===== src/rtl/conv_pkg.sv =====
// Shared constants and FSM state encoding for the serial 3x3 convolution engine.
package conv_pkg;

  localparam int unsigned N_TAPS = 9;
  localparam int unsigned DATA_W = 8;
  localparam int unsigned ACC_W  = 16;
  localparam int unsigned IDX_W  = 4;

  typedef enum logic [1:0] {
    IDLE,
    RUN,
    DONE
  } state_t;

endpackage


===== src/rtl/mac_unit.sv =====
// Combinational multiply-accumulate: acc_out = acc_in + a*b, truncated to ACC_W.
module mac_unit #(
  parameter int unsigned DATA_W = conv_pkg::DATA_W,
  parameter int unsigned ACC_W  = conv_pkg::ACC_W
) (
  input  logic [DATA_W-1:0] a,
  input  logic [DATA_W-1:0] b,
  input  logic [ACC_W-1:0]  acc_in,
  output logic [ACC_W-1:0]  acc_out
);

  localparam int unsigned PROD_W = 2 * DATA_W;

  logic [PROD_W-1:0] prod;

  // Full-width product so nothing is lost before the accumulator wraps.
  assign prod    = PROD_W'(a) * PROD_W'(b);
  assign acc_out = acc_in + ACC_W'(prod);

endmodule


===== src/rtl/conv2d_serial.sv =====
// Serial 3x3 convolution: captures window and kernel on start, then one MAC per
// clock for nine cycles, and publishes the sum with a one-cycle done strobe.
module conv2d_serial #(
  parameter int unsigned DATA_W = conv_pkg::DATA_W,
  parameter int unsigned ACC_W  = conv_pkg::ACC_W
) (
  input  logic              clk,
  input  logic              rst,
  input  logic              start,
  input  logic [DATA_W-1:0] in0,
  input  logic [DATA_W-1:0] in1,
  input  logic [DATA_W-1:0] in2,
  input  logic [DATA_W-1:0] in3,
  input  logic [DATA_W-1:0] in4,
  input  logic [DATA_W-1:0] in5,
  input  logic [DATA_W-1:0] in6,
  input  logic [DATA_W-1:0] in7,
  input  logic [DATA_W-1:0] in8,
  input  logic [DATA_W-1:0] k0,
  input  logic [DATA_W-1:0] k1,
  input  logic [DATA_W-1:0] k2,
  input  logic [DATA_W-1:0] k3,
  input  logic [DATA_W-1:0] k4,
  input  logic [DATA_W-1:0] k5,
  input  logic [DATA_W-1:0] k6,
  input  logic [DATA_W-1:0] k7,
  input  logic [DATA_W-1:0] k8,
  output logic [ACC_W-1:0]  out,
  output logic              done
);

  import conv_pkg::*;

  logic [DATA_W-1:0] px [N_TAPS];
  logic [DATA_W-1:0] kw [N_TAPS];

  assign px = '{in0, in1, in2, in3, in4, in5, in6, in7, in8};
  assign kw = '{k0, k1, k2, k3, k4, k5, k6, k7, k8};

  state_t            state_q, state_d;
  logic [IDX_W-1:0]  idx_q, idx_d;
  logic [ACC_W-1:0]  acc_q, acc_d;
  logic [ACC_W-1:0]  out_q, out_d;
  logic              done_q, done_d;
  logic [DATA_W-1:0] px_q [N_TAPS];
  logic [DATA_W-1:0] px_d [N_TAPS];
  logic [DATA_W-1:0] kw_q [N_TAPS];
  logic [DATA_W-1:0] kw_d [N_TAPS];

  logic [DATA_W-1:0] a_sel_c;
  logic [DATA_W-1:0] b_sel_c;
  logic [ACC_W-1:0]  mac_sum_c;

  // 9:1 operand mux steered by the tap index.
  assign a_sel_c = px_q[idx_q];
  assign b_sel_c = kw_q[idx_q];

  mac_unit #(
    .DATA_W (DATA_W),
    .ACC_W  (ACC_W)
  ) u_mac (
    .a       (a_sel_c),
    .b       (b_sel_c),
    .acc_in  (acc_q),
    .acc_out (mac_sum_c)
  );

  always_ff @(posedge clk) begin
    if (!rst) begin
      state_q <= IDLE;
      idx_q   <= '0;
      acc_q   <= '0;
      out_q   <= '0;
      done_q  <= 1'b0;
      for (int i = 0; i < int'(N_TAPS); i++) begin
        px_q[i] <= '0;
        kw_q[i] <= '0;
      end
    end else begin
      state_q <= state_d;
      idx_q   <= idx_d;
      acc_q   <= acc_d;
      out_q   <= out_d;
      done_q  <= done_d;
      px_q    <= px_d;
      kw_q    <= kw_d;
    end
  end

  // DONE accepts a new start just like IDLE, giving a 10-cycle back-to-back rate.
  always_comb begin
    state_d = state_q;
    idx_d   = idx_q;
    acc_d   = acc_q;
    out_d   = out_q;
    done_d  = 1'b0;
    px_d    = px_q;
    kw_d    = kw_q;
    case (state_q)
      IDLE, DONE: begin
        if (start) begin
          px_d    = px;
          kw_d    = kw;
          acc_d   = '0;
          idx_d   = '0;
          state_d = RUN;
        end else begin
          state_d = IDLE;
        end
      end
      RUN: begin
        acc_d = mac_sum_c;
        if (idx_q == IDX_W'(N_TAPS - 1)) begin
          out_d   = mac_sum_c;
          done_d  = 1'b1;
          state_d = DONE;
        end else begin
          idx_d = idx_q + IDX_W'(1);
        end
      end
      default: state_d = IDLE;
    endcase
  end

  assign out  = out_q;
  assign done = done_q;

endmodule


===== config.mk =====
export PLATFORM = sky130hd
export DESIGN_NAME = conv2d_serial
export DESIGN_NICKNAME = d
export VERILOG_FILES = /design/src/rtl/conv_pkg.sv /design/src/rtl/mac_unit.sv /design/src/rtl/conv2d_serial.sv
export SDC_FILE = /design/constraint.sdc
export NUM_CORES = 1
export LEC_CHECK = 0
export BUFFER_PORTS_ARGS = -buffer_cell sky130_fd_sc_hd__buf_2
export CAP_MARGIN = 20
export CORE_ASPECT_RATIO = 0.6
export CORE_MARGIN = 2
export CORE_UTILIZATION = 55
export DETAILED_ROUTE_END_ITERATION = 16
export GPL_TIMING_DRIVEN = 0
export PLACE_DENSITY = 0.78
export SETUP_SLACK_MARGIN = 0.4
export SYNTH_ARGS = -nofsm -noshare
export SYNTH_HDL_FRONTEND = slang
export SYNTH_SLANG_ARGS = --single-unit

===== constraint.sdc =====
create_clock -name clk -period 9.6 [get_ports clk]
set_input_delay 1.92 -clock clk [delete_from_list [all_inputs] [get_ports clk]]
set_output_delay 1.92 -clock clk [all_outputs]
set_load 0.02 [all_outputs]

==> results of run 1 <==
## sequential cells by signal (all words and copies together), names as in the netlist
register  cells
out          16
idx_q         4
kw_q         72
done          1
state_q       2
px_q         72
acc_q        16
## kinds of logic after synthesis
group,after synthesis,synth area share
buffers and inverters,173,0.06850
and+or+nand+nor,468,0.1884
muxes,48,0.08477
DFF,183,0.3452
xor gates and xnor gates,7,0.005777
AOI/OAI and AO/OA,234,0.1694
adders and majority gates,87,0.1379
## power groups by stage
stage	registers [W]	clock network [W]	logic, W
3_5_place_dp	0.000838	0	0.000276
5_1_grt	0.000826	0.000743	0.000312
6_report	0.000823	0.000704	0.000282
2_1_floorplan	0.000830	0	0.000180
3_3_place_gp	0.000837	0	0.000268
4_1_cts	0.000822	0.000708	0.000278
## worst max-delay path, stage by stage, from the launching register on
cell	delay (ns)
dfxtp_1	0.36
buf_6	0.18
buf_6	0.18
buf_4	0.25
mux4_2	0.35
mux2i_1	0.22
nor2_1	0.09
a21oi_2	0.42
or2_1	0.19
fa_1	0.45
fa_1	0.56
inv_1	0.06
fa_1	0.50
inv_1	0.06
fa_1	0.48
inv_1	0.04
ha_1	0.35
o211a_1	0.17
o31ai_1	0.14
a21boi_0	0.32
or3_1	0.38
a32o_1	0.26
## cell usage after synthesis, types with 6 or more instances
| cell | number | area share |
|---|---|---|
| a21boi_0 | 155 | 0.11 |
| a21oi_1 | 12 | 0.0057 |
| a21oi_4 | 7 | 0.011 |
| a22oi_1 | 6 | 0.0042 |
| clkbuf_1 | 55 | 0.019 |
| dfxtp_1 | 183 | 0.35 |
| fa_1 | 50 | 0.094 |
| ha_1 | 37 | 0.044 |
| inv_1 | 99 | 0.035 |
| mux2i_1 | 16 | 0.015 |
| mux4_2 | 27 | 0.057 |
| nand2_1 | 317 | 0.11 |
| nand2b_1 | 10 | 0.0059 |
| nand3_1 | 18 | 0.0085 |
| nor2_1 | 59 | 0.021 |
| nor2b_1 | 16 | 0.0094 |
| o21ai_0 | 13 | 0.0061 |
| or2_1 | 7 | 0.0041 |
| or2_2 | 8 | 0.0047 |
| or3_1 | 8 | 0.0047 |
## layer usage
metal,routed length (um),vias to the layer above,part of all wire
li1,-,4311,-
met1,13320,4369,0.46
met2,11890,460,0.41
met3,3315,32,0.11
met4,345,0,0.012
met5,0,-,0
## layout by cell type, fill, tap and decap left out, types with 5 or more instances in the layout
cell	Yosys	final
nand2_1	317	317
dfxtp_1	183	183
buf_2	5	167
a21boi_0	155	155
inv_1	99	99
nor2_1	59	59
clkbuf_1	55	55
fa_1	50	50
ha_1	37	37
mux4_2	27	27
nand3_1	18	18
clkbuf_16	0	17
mux2i_1	16	16
nor2b_1	16	16
o21ai_0	13	13
a21oi_1	12	12
nand2b_1	10	10
or2_2	8	8
or3_1	8	8
a21oi_4	7	7
or2_1	7	7
a22oi_1	6	6
clkinv_2	0	6
buf_6	5	5
mux4_1	5	5
and2_1	5	5
a21o_1	5	5
xnor2_1	5	5
## layout make-up
| type | instances | area (sq um) |
|---|---|---|
| well taps | 246 | 307.8 |
| clock inverters | 12 | 127.6 |
| clock buffers | 19 | 452.9 |
| fillers | 1569 | 6670 |
| multi-input cells | 844 | 6222 |
| plain buffers | 74 | 355.3 |
| inverters | 99 | 371.6 |
| flip-flops and latches | 183 | 3664 |
| repair buffers | 162 | 810.8 |
## worst paths after layout
check        depth (start not counted)  slack, ns        end
max                                 21       3.46  acc_q[11]
min                                  2       0.46     out[9]
max reg2reg                         21       3.46  acc_q[11]
min reg2reg                          2       0.46     out[9]
## per-stage QoR
step	total power (W)	area (sq um)	hold slack, ns	cells
2_1_floorplan	0.001010	10610	0.4354	1200
3_3_place_gp	0.001105	11730	0.4476	1608
3_5_place_dp	0.001115	11730	0.4548	1608
4_1_cts	0.001808	12310	0.4658	1639
5_1_grt	0.001880	12310	0.4813	1639
6_report	0.001808	12310	0.4623	1639
==> impl_metrics.toml, run 1 <==
[status]
outcome = "completed"

[clocking]
post-cts-setup-buffer-count = 0
clkTransAtPathRegs_ns = 0.07
clock_sinks = 183
cts_resized = 0
cts_buffers = 17
ctsHoldBuffers = 0
clk-insertion-delay-late_ns = 0.44
cts_tree = "yes"
clock-root-buffer = "clkbuf_16"
clockBufferDepth = 2
cts_htree_levels = 4

[global_route]
antenna_found_initial = 0
grt_overflow = 0
met2_usage = 0.4192
met1_usage = 0.4426
grt_pass1_wl_mm = 46.19
grt_busiest_layer = "met1"
gr-usage-met3 = 0.07720
grtUsageTotal = 0.2942
grt_pass1_vias = 8907
grt_start_max_net_pins = 17

[synth]
synthCells = 1200
synth_edf_count = 0
async_flop_share = 0
ys_seq_area_frac = 0.3452
ys_types = 57
avgSynthCellArea_sq_um = 8.844
syn_area_sq_mm = 0.01061
yosysWarnings = 0
synth_nets = 1434
ys_ff_latch = 183
ys.flop_type = "dfxtp_1"

[pwr]
combPwrFrac = 0.156
p_clk_frac = 0.389
p_int_w = 0.001308
ir_drop_v = 0.0001250
swShare = 0.2765
leakage_nw = 5.229
powerDensity_mw_per_mm2 = 146.9
seq_power_share = 0.455
switchingPower_w = 0.0005000

[worst_setup_path]
cp-end-kind = "register"
crit_path_start = "idx_q[1]"
worstSetupStartpointType = "register"
cp.arrival_ns = 6.48
rr_startpoint = "idx_q[1]"
crit_required_ns = 9.93
worstSetupPathType = "register to register"
crit_path_max_fanout = 10

[sta]
setup_violations = 0
relSlewSlack = 0.4434
tightest_slew_ns = 0.8319
period_share = 0.6401
final.setup.tns_ns = 0
rsz0062_at_grt = "false"
slew_viol_final = 0
hold_violations = 0
finalClockSkew_ns = 0.007316
setup_slack_ns = 3.455
period_needed_ns = 6.145
fmax_ghz = 0.1627

[placed_design]
place_worst_setup_slack_ns = 3.569
post-dp-hpwl_mm = 22.57
io_buffers = 162
globalplace.congestion = 0.9139

[worst_hold_path]
hold_path_startpoint = "out[9]"
hold_path_class = "register to register"

[cells_and_area]
layout-drive-gt1-share = 0.1866
final_util = 0.6486
nets = 1615
n_antenna_cell = 0
syn2layout_area_growth_pct = 16.01

[route]
vias = 9172
wl_per_cell_um = 17.62
drcViolationCount = 0
viasPerCell = 5.596
drtAntennaViolNets = 0
first_iter_violations = 824
firstDrtPassIters = 5
finalWirelength_mm = 28.87

[floorplanning]
dieArea_sq_mm = 0.02046
start_util = 0.5591
core_area_sq_mm = 0.01898
ioPinCount = 164
die_w_um = 183.3
rows = 39
chipHeight_um = 111.6

[run]
max_cap_violations = 0
No activity file was read; power rests on OpenSTA's default activity.
==> run 2: changes to the inputs <==
--- a/config.mk
+++ b/config.mk
@@ -5,6 +5,7 @@
 export SDC_FILE = /design/constraint.sdc
 export NUM_CORES = 1
 export LEC_CHECK = 0
+export ABC_AREA = 1
 export BUFFER_PORTS_ARGS = -buffer_cell sky130_fd_sc_hd__buf_2
 export CAP_MARGIN = 20
 export CORE_ASPECT_RATIO = 0.6
==> constraint.sdc (replaced) <==
create_clock -name clk -period 6.2 [get_ports clk]
set_input_delay 1.24 -clock clk [delete_from_list [all_inputs] [get_ports clk]]
set_output_delay 1.24 -clock clk [all_outputs]
set_load 0.02 [all_outputs]
==> run 2 against run 1 <==
Against the previous run:
- final cell count grew 18%
- critical endpoint is now acc_q[10]
- synthesized area shrank 1.1%
- first-iteration DRC count grew 34%
- hold slack gained 0.0068 ns
- maximum frequency grew 11%
- synthesized cell count grew 24%
- largest power group is now combinational cells
- cell area shrank 0.93%
- wire length grew 9.9%
==> impl_metrics.toml, run 2 <==
[sta]
final.setup.tns_ns = 0
fmax_ghz = 0.1811
rsz0062_at_grt = "false"
relSlewSlack = 0.4107
period_share = 0.8909
slew_viol_final = 0
finalClockSkew_ns = 0.01251
hold_ws_ns = 0.4690
period_needed_ns = 5.523
hold_violations = 0
tightest_slew_ns = 0.8839
setup_violations = 0

[global_route]
antenna_found_initial = 0
grtUsageTotal = 0.3196
grt_pass1_vias = 9494
grt_pass1_wl_mm = 49.61
grt_start_max_net_pins = 17
grt_overflow = 0

[pwr]
p_clk_frac = 0.274
combPwrFrac = 0.381
p_int_w = 0.002408
switchingPower_w = 0.001512
swShare = 0.3857
seq_power_share = 0.345
powerDensity_mw_per_mm2 = 321.3
leakage_nw = 6.126
ir_drop_v = 0.0002208

[worst_setup_path]
worstSetupStartpointType = "register"
regToRegSetupSlack_ns = 0.68
rr_startpoint = "idx_q[0]"
worstSetupPathType = "register to register"
crit_required_ns = 6.56
r2r_end = "acc_q[10]"
cp-end-kind = "register"
cp.arrival_ns = 5.89
crit_path_max_fanout = 10
r2r_cells = 25

[clocking]
cts_buffers = 17
cts_resized = 0
cts_tree = "yes"
clockBufferDepth = 2
clock_sinks = 183
clk-insertion-delay-late_ns = 0.44
clock-root-buffer = "clkbuf_16"
cts_htree_levels = 4
ctsHoldBuffers = 0
clkTransAtPathRegs_ns = 0.07
post-cts-setup-buffer-count = 0

[cells_and_area]
final_cell_mix = "nor2_1, o21ai_0, nand2_1"
layout-drive-gt1-share = 0.1504
syn2layout_area_growth_pct = 16.21
nets = 1905
finalInstanceArea_sq_mm = 0.01220
final_util = 0.6459
fin_cells = 1928
reg.largest.list = "kw_q (72), px_q (72)"
layout_commonest_cell = "nor2_1"
n_antenna_cell = 0

[route]
finalWirelength_mm = 31.72
firstDrtPassIters = 5
drtAntennaViolNets = 0
wl_per_cell_um = 16.45
first_iter_violations = 1107
vias = 10330
viasPerCell = 5.357
drcViolationCount = 0

[floorplanning]
core_area_sq_mm = 0.01888
start_util = 0.5558
dieArea_sq_mm = 0.02024
die_w_um = 182.3
chipHeight_um = 111.0
rows = 39
ioPinCount = 164

[synth]
synth_edf_count = 0
ys_types = 34
synth_most_common_cell = "nor2_1"
async_flop_share = 0
synth_nets = 1723
netlist_top_cells_area = "dfxtp_1, nor2_1, o21ai_0, fa_1, nand2_1"
yosysWarnings = 0
netlist_top_cells_count = "nor2_1, o21ai_0, nand2_1"
avgSynthCellArea_sq_um = 7.049
synthCells = 1489
ys.flop_type = "dfxtp_1"
synth_top_area_frac = 0.3490
ys_seq_area_frac = 0.3490
yosysTopAreaCell = "dfxtp_1"
ys_ff_latch = 183
syn_area_sq_mm = 0.01050

[worst_hold_path]
hold_path_class = "register to register"
hold_path_startpoint = "acc_q[3]"
hold_end = "acc_q[3]"
hold_depth = 2

[placed_design]
post-dp-hpwl_mm = 24.70
dpl.cell_count = 1898
globalplace.congestion = 0.9220
dpl_cell_area_sq_mm = 0.01162
io_buffers = 163

[run]
max_cap_violations = 0

[status]
outcome = "completed"
==> run 2: area by class of cell <==
type / count / area (sq um)
fillers: 1719 / 6686
clock buffers: 23 / 467.9
repair buffers: 163 / 815.8
clock inverters: 7 / 97.59
plain buffers: 81 / 406.6
flip-flops and latches: 183 / 3664
well taps: 246 / 307.8
inverters: 186 / 703.2
multi-input cells: 1039 / 5736
==> run 2: how the worst max path moves through the flow <==
| stage | startpoint | endpoint | slack [ns] | cells after the start |
|---|---|---|---|---|
| final | idx_q[0] | acc_q[10] | 0.68 | 25 |
| after global routing | idx_q[0] | acc_q[10] | 0.38 | 24 |
| after CTS | idx_q[1] | acc_q[10] | 0.52 | 24 |
| after detailed placement | idx_q[1] | acc_q[10] | 0.55 | 24 |
| after global placement | idx_q[1] | acc_q[10] | 0.63 | 24 |
| after floorplan | idx_q[0] | acc_q[10] | 1.62 | 25 |
==> run 2: through the flow <==
step | setup WS, ns | power, W
2_1_floorplan | 1.618 | 0.002369
3_3_place_gp | 0.6279 | 0.002777
3_5_place_dp | 0.5479 | 0.002800
4_1_cts | 0.5172 | 0.003873
5_1_grt | 0.3771 | 0.004162
6_report | 0.6767 | 0.003920
==> run 2: power by group through the flow <==
stage / Clock, W / Combinational (W) / Sequential, W
finish: 0.00107 / 0.00149 / 0.00135
global route: 0.00113 / 0.00167 / 0.00137
CTS: 0.00107 / 0.00145 / 0.00135
detailed placement: 0 / 0.00142 / 0.00138
global placement: 0 / 0.00140 / 0.00137
floorplan: 0 / 0.000991 / 0.00138
==> run 2: logic make-up after synthesis <==
family,share of synthesized area
simple gates,0.2454
compound gates,0.1533
buf+inv,0.1053
flops,0.3490
fa+ha+maj,0.1395
xor+xnor,0.007510
==> run 2: layer usage <==
layer	GRT usage	wire length, um	vias up
met4	0.06667	378	0
met2	0.4346	12360	566
met1	0.4865	14550	4723
met5	0	0	-
met3	0.1074	4428	34
li1	-	-	5006
==> run 2: critical path, stage by stage (launching register included) <==
cell and delay [ns]:
dfxtp_1 0.36, buf_6 0.16, buf_4 0.20, nor2_1 0.10, nor2_1 0.05, o21ai_1 0.10
o21ai_0 0.17, o211ai_1 0.29, nand2_2 0.23, nand2_1 0.12, inv_1 0.06, fa_1 0.53
fa_1 0.46, fa_1 0.55, inv_1 0.06, fa_1 0.54, inv_1 0.05, ha_1 0.36
nand2_1 0.13, inv_1 0.05, nand2_1 0.06, nand2_1 0.07, a21oi_1 0.22, xor2_2 0.31
nand2_1 0.08, a21oi_1 0.14
==> run 3: changes to the inputs <==
--- a/config.mk
+++ b/config.mk
@@ -13,7 +13,7 @@
 export CORE_UTILIZATION = 55
 export DETAILED_ROUTE_END_ITERATION = 16
 export GPL_TIMING_DRIVEN = 0
-export PLACE_DENSITY = 0.78
+export PLACE_DENSITY = 0.83
 export SETUP_SLACK_MARGIN = 0.4
 export SYNTH_ARGS = -nofsm -noshare
 export SYNTH_HDL_FRONTEND = slang
==> run 3 against run 2 <==
Against the previous run:
- first-iteration DRC count shrank 2.2%
- worst setup slack gained 0.085 ns
- flip-flop and latch count is the same
- sequential power is essentially flat
- clock power grew 4%
- clock-buffer cell count shrank 5
- largest cell class unchanged
- maximum frequency grew 1.6%
- critical path depth shrank 1
- final cell count grew 0.21%
- cell area grew 0.29%
- highest routed layer unchanged
- total power grew 0.23%
- largest power group unchanged
==> impl_metrics.toml, run 3 (synthesis results as in run 2) <==
[status]
outcome = "completed"

[clocking]
clkTransAtPathRegs_ns = 0.07
cts_buffers = 17
clock_sinks = 183
clockBufferDepth = 2
ctsHoldBuffers = 0
cts_tree = "yes"
cts_htree_levels = 4
clock-root-buffer = "clkbuf_16"
clk-insertion-delay-late_ns = 0.44

[worst_setup_path]
crit_required_ns = 6.56
crit_path_frequent_cell = "nand2_1"
crit_path_max_fanout = 10
r2r_end = "acc_q[14]"
r2r_cells = 24
cp.arrival_ns = 5.80
path_cells = "buf_2 > inv_1 > nand3_1 > inv_2 > buf_4 > nand2_1 > nand2_2 > nand2_1 > inv_1 > fa_1 > fa_1 > fa_1 > inv_1 > fa_1 > inv_1 > ha_1 > nand2_1 > nor2_1 > nand3_1 > nand3_1 > nand2_1 > nand2_1 > nand2_1 > a21oi_1"
cp-end-kind = "register"
worstSetupStartpointType = "register"
cpPeakStageDelay_ns = 0.56
regToRegSetupSlack_ns = 0.76
worstSetupPathType = "register to register"
rr_startpoint = "idx_q[1]"
cp_slowest_cell = "fa_1"

[pwr]
leakage_nw = 6.148
ir_drop_v = 0.0002118
swShare = 0.3943
powerDensity_mw_per_mm2 = 321.2
switchingPower_w = 0.001549
seq_power_share = 0.345
p_int_w = 0.002380
p_clk_frac = 0.283
combPwrFrac = 0.372
power_w = 0.003929

[route]
first_iter_violations = 1083
viasPerCell = 5.428
wl_per_cell_um = 16.46
drtAntennaViolNets = 0
drcViolationCount = 0
firstDrtPassIters = 5
finalWirelength_mm = 31.81
vias = 10490

[global_route]
grt_start_max_net_pins = 19
met1_usage = 0.4605
grt_busiest_layer = "met1"
grt_pass1_wl_mm = 49.43
grtUsageTotal = 0.3164
grt_overflow = 0
antenna_found_initial = 0
gr-usage-met3 = 0.09658
met2_usage = 0.4522
grt_pass1_vias = 9754

[sta]
tightest_slew_ns = 0.7587
fmax_ghz = 0.1839
rsz0062_at_grt = "false"
hold_violations = 0
period_share = 0.8772
slew_viol_final = 0
setup_violations = 0
relSlewSlack = 0.4942
period_needed_ns = 5.439
finalClockSkew_ns = 0.01051
final.setup.tns_ns = 0

[worst_hold_path]
hold_path_class = "register to register"
hold_depth = 2
hold_end = "acc_q[12]"
hold_path_startpoint = "acc_q[12]"

[cells_and_area]
layout_commonest_cell = "nor2_1"
nets = 1907
n_antenna_cell = 0
finalInstanceArea_sq_mm = 0.01223
reg.largest.list = "kw_q (72), px_q (72)"
final_cell_mix = "nor2_1, o21ai_0, nand2_1"
syn2layout_area_growth_pct = 16.55
final_util = 0.6478
layout-drive-gt1-share = 0.1542

[floorplanning]
rows = 39
dieArea_sq_mm = 0.02024
core_area_sq_mm = 0.01888
start_util = 0.5558
chipHeight_um = 111.0
die_w_um = 182.3
ioPinCount = 164

[placed_design]
globalplace.congestion = 0.9420
post-dp-hpwl_mm = 24.66
io_buffers = 163
dpl_cell_area_sq_mm = 0.01162

[run]
max_cap_violations = 0
==> run 3: per-stage QoR <==
| step | worst slack, ns | cells | hold WS [ns] |
|---|---|---|---|
| 6_report | 0.7615 | 1932 | 0.4744 |
| 5_1_grt | 0.4237 | 1932 | 0.4944 |
| 4_1_cts | 0.6496 | 1930 | 0.4730 |
| 3_5_place_dp | 0.7104 | 1898 | 0.4614 |
| 3_3_place_gp | 0.7818 | 1898 | 0.4511 |
| 2_1_floorplan | 1.618 | 1489 | 0.4400 |
==> run 3: metal layers <==
layer / wire length, um / up-vias
met5: 0 / -
met2: 12750 / 626
met4: 609 / 0
met1: 14160 / 4770
li1: - / 5028
met3: 4294 / 62
==> run 3: critical path, delay by kind of cell (launching register included) <==
family                     cells  cell delay, ns
AOI/OAI and AO/OA              1            0.17
adders and majority gates      5            2.44
buffers and inverters          7            1.04
DFF                            1            0.32
and+or+nand+nor               11            1.39
==> run 3: how the worst max path moves through the flow <==
stage              from   endpoint  slack [ns]
2_1_floorplan  idx_q[0]  acc_q[10]        1.62
3_3_place_gp   idx_q[1]  acc_q[10]        0.78
3_5_place_dp   idx_q[1]  acc_q[10]        0.71
4_1_cts        idx_q[1]  acc_q[10]        0.65
5_1_grt        idx_q[0]  acc_q[15]        0.42
6_report       idx_q[1]  acc_q[14]        0.76
==> run 3: power groups by stage <==
stage               Sequential [W]  Combinational [W]  Clock, W
finish                     0.00135            0.00146   0.00111
CTS                        0.00135            0.00142   0.00111
global route               0.00137            0.00165   0.00116
floorplan                  0.00138           0.000991         0
global placement           0.00137            0.00137         0
detailed placement         0.00138            0.00139         0
==> run 3: final cells by class <==
class                           instances  area (sq um)
Multi-Input combinational cell       1039          5728
Clock buffer                           18         439.2
Buffer                                 81         406.6
Inverter                              186         703.2
Timing Repair Buffer                  165         830.8
Sequential cell                       183          3664
Tap cell                              246         307.8
Fill cell                            1643          6651
Clock inverter                         14         153.9
==> run 3: timing repair <==
action / CTS / global route
setup buffers: 0 / 2
endpoints found under the setup margin: 0 / 8
resized for setup: 0 / 7
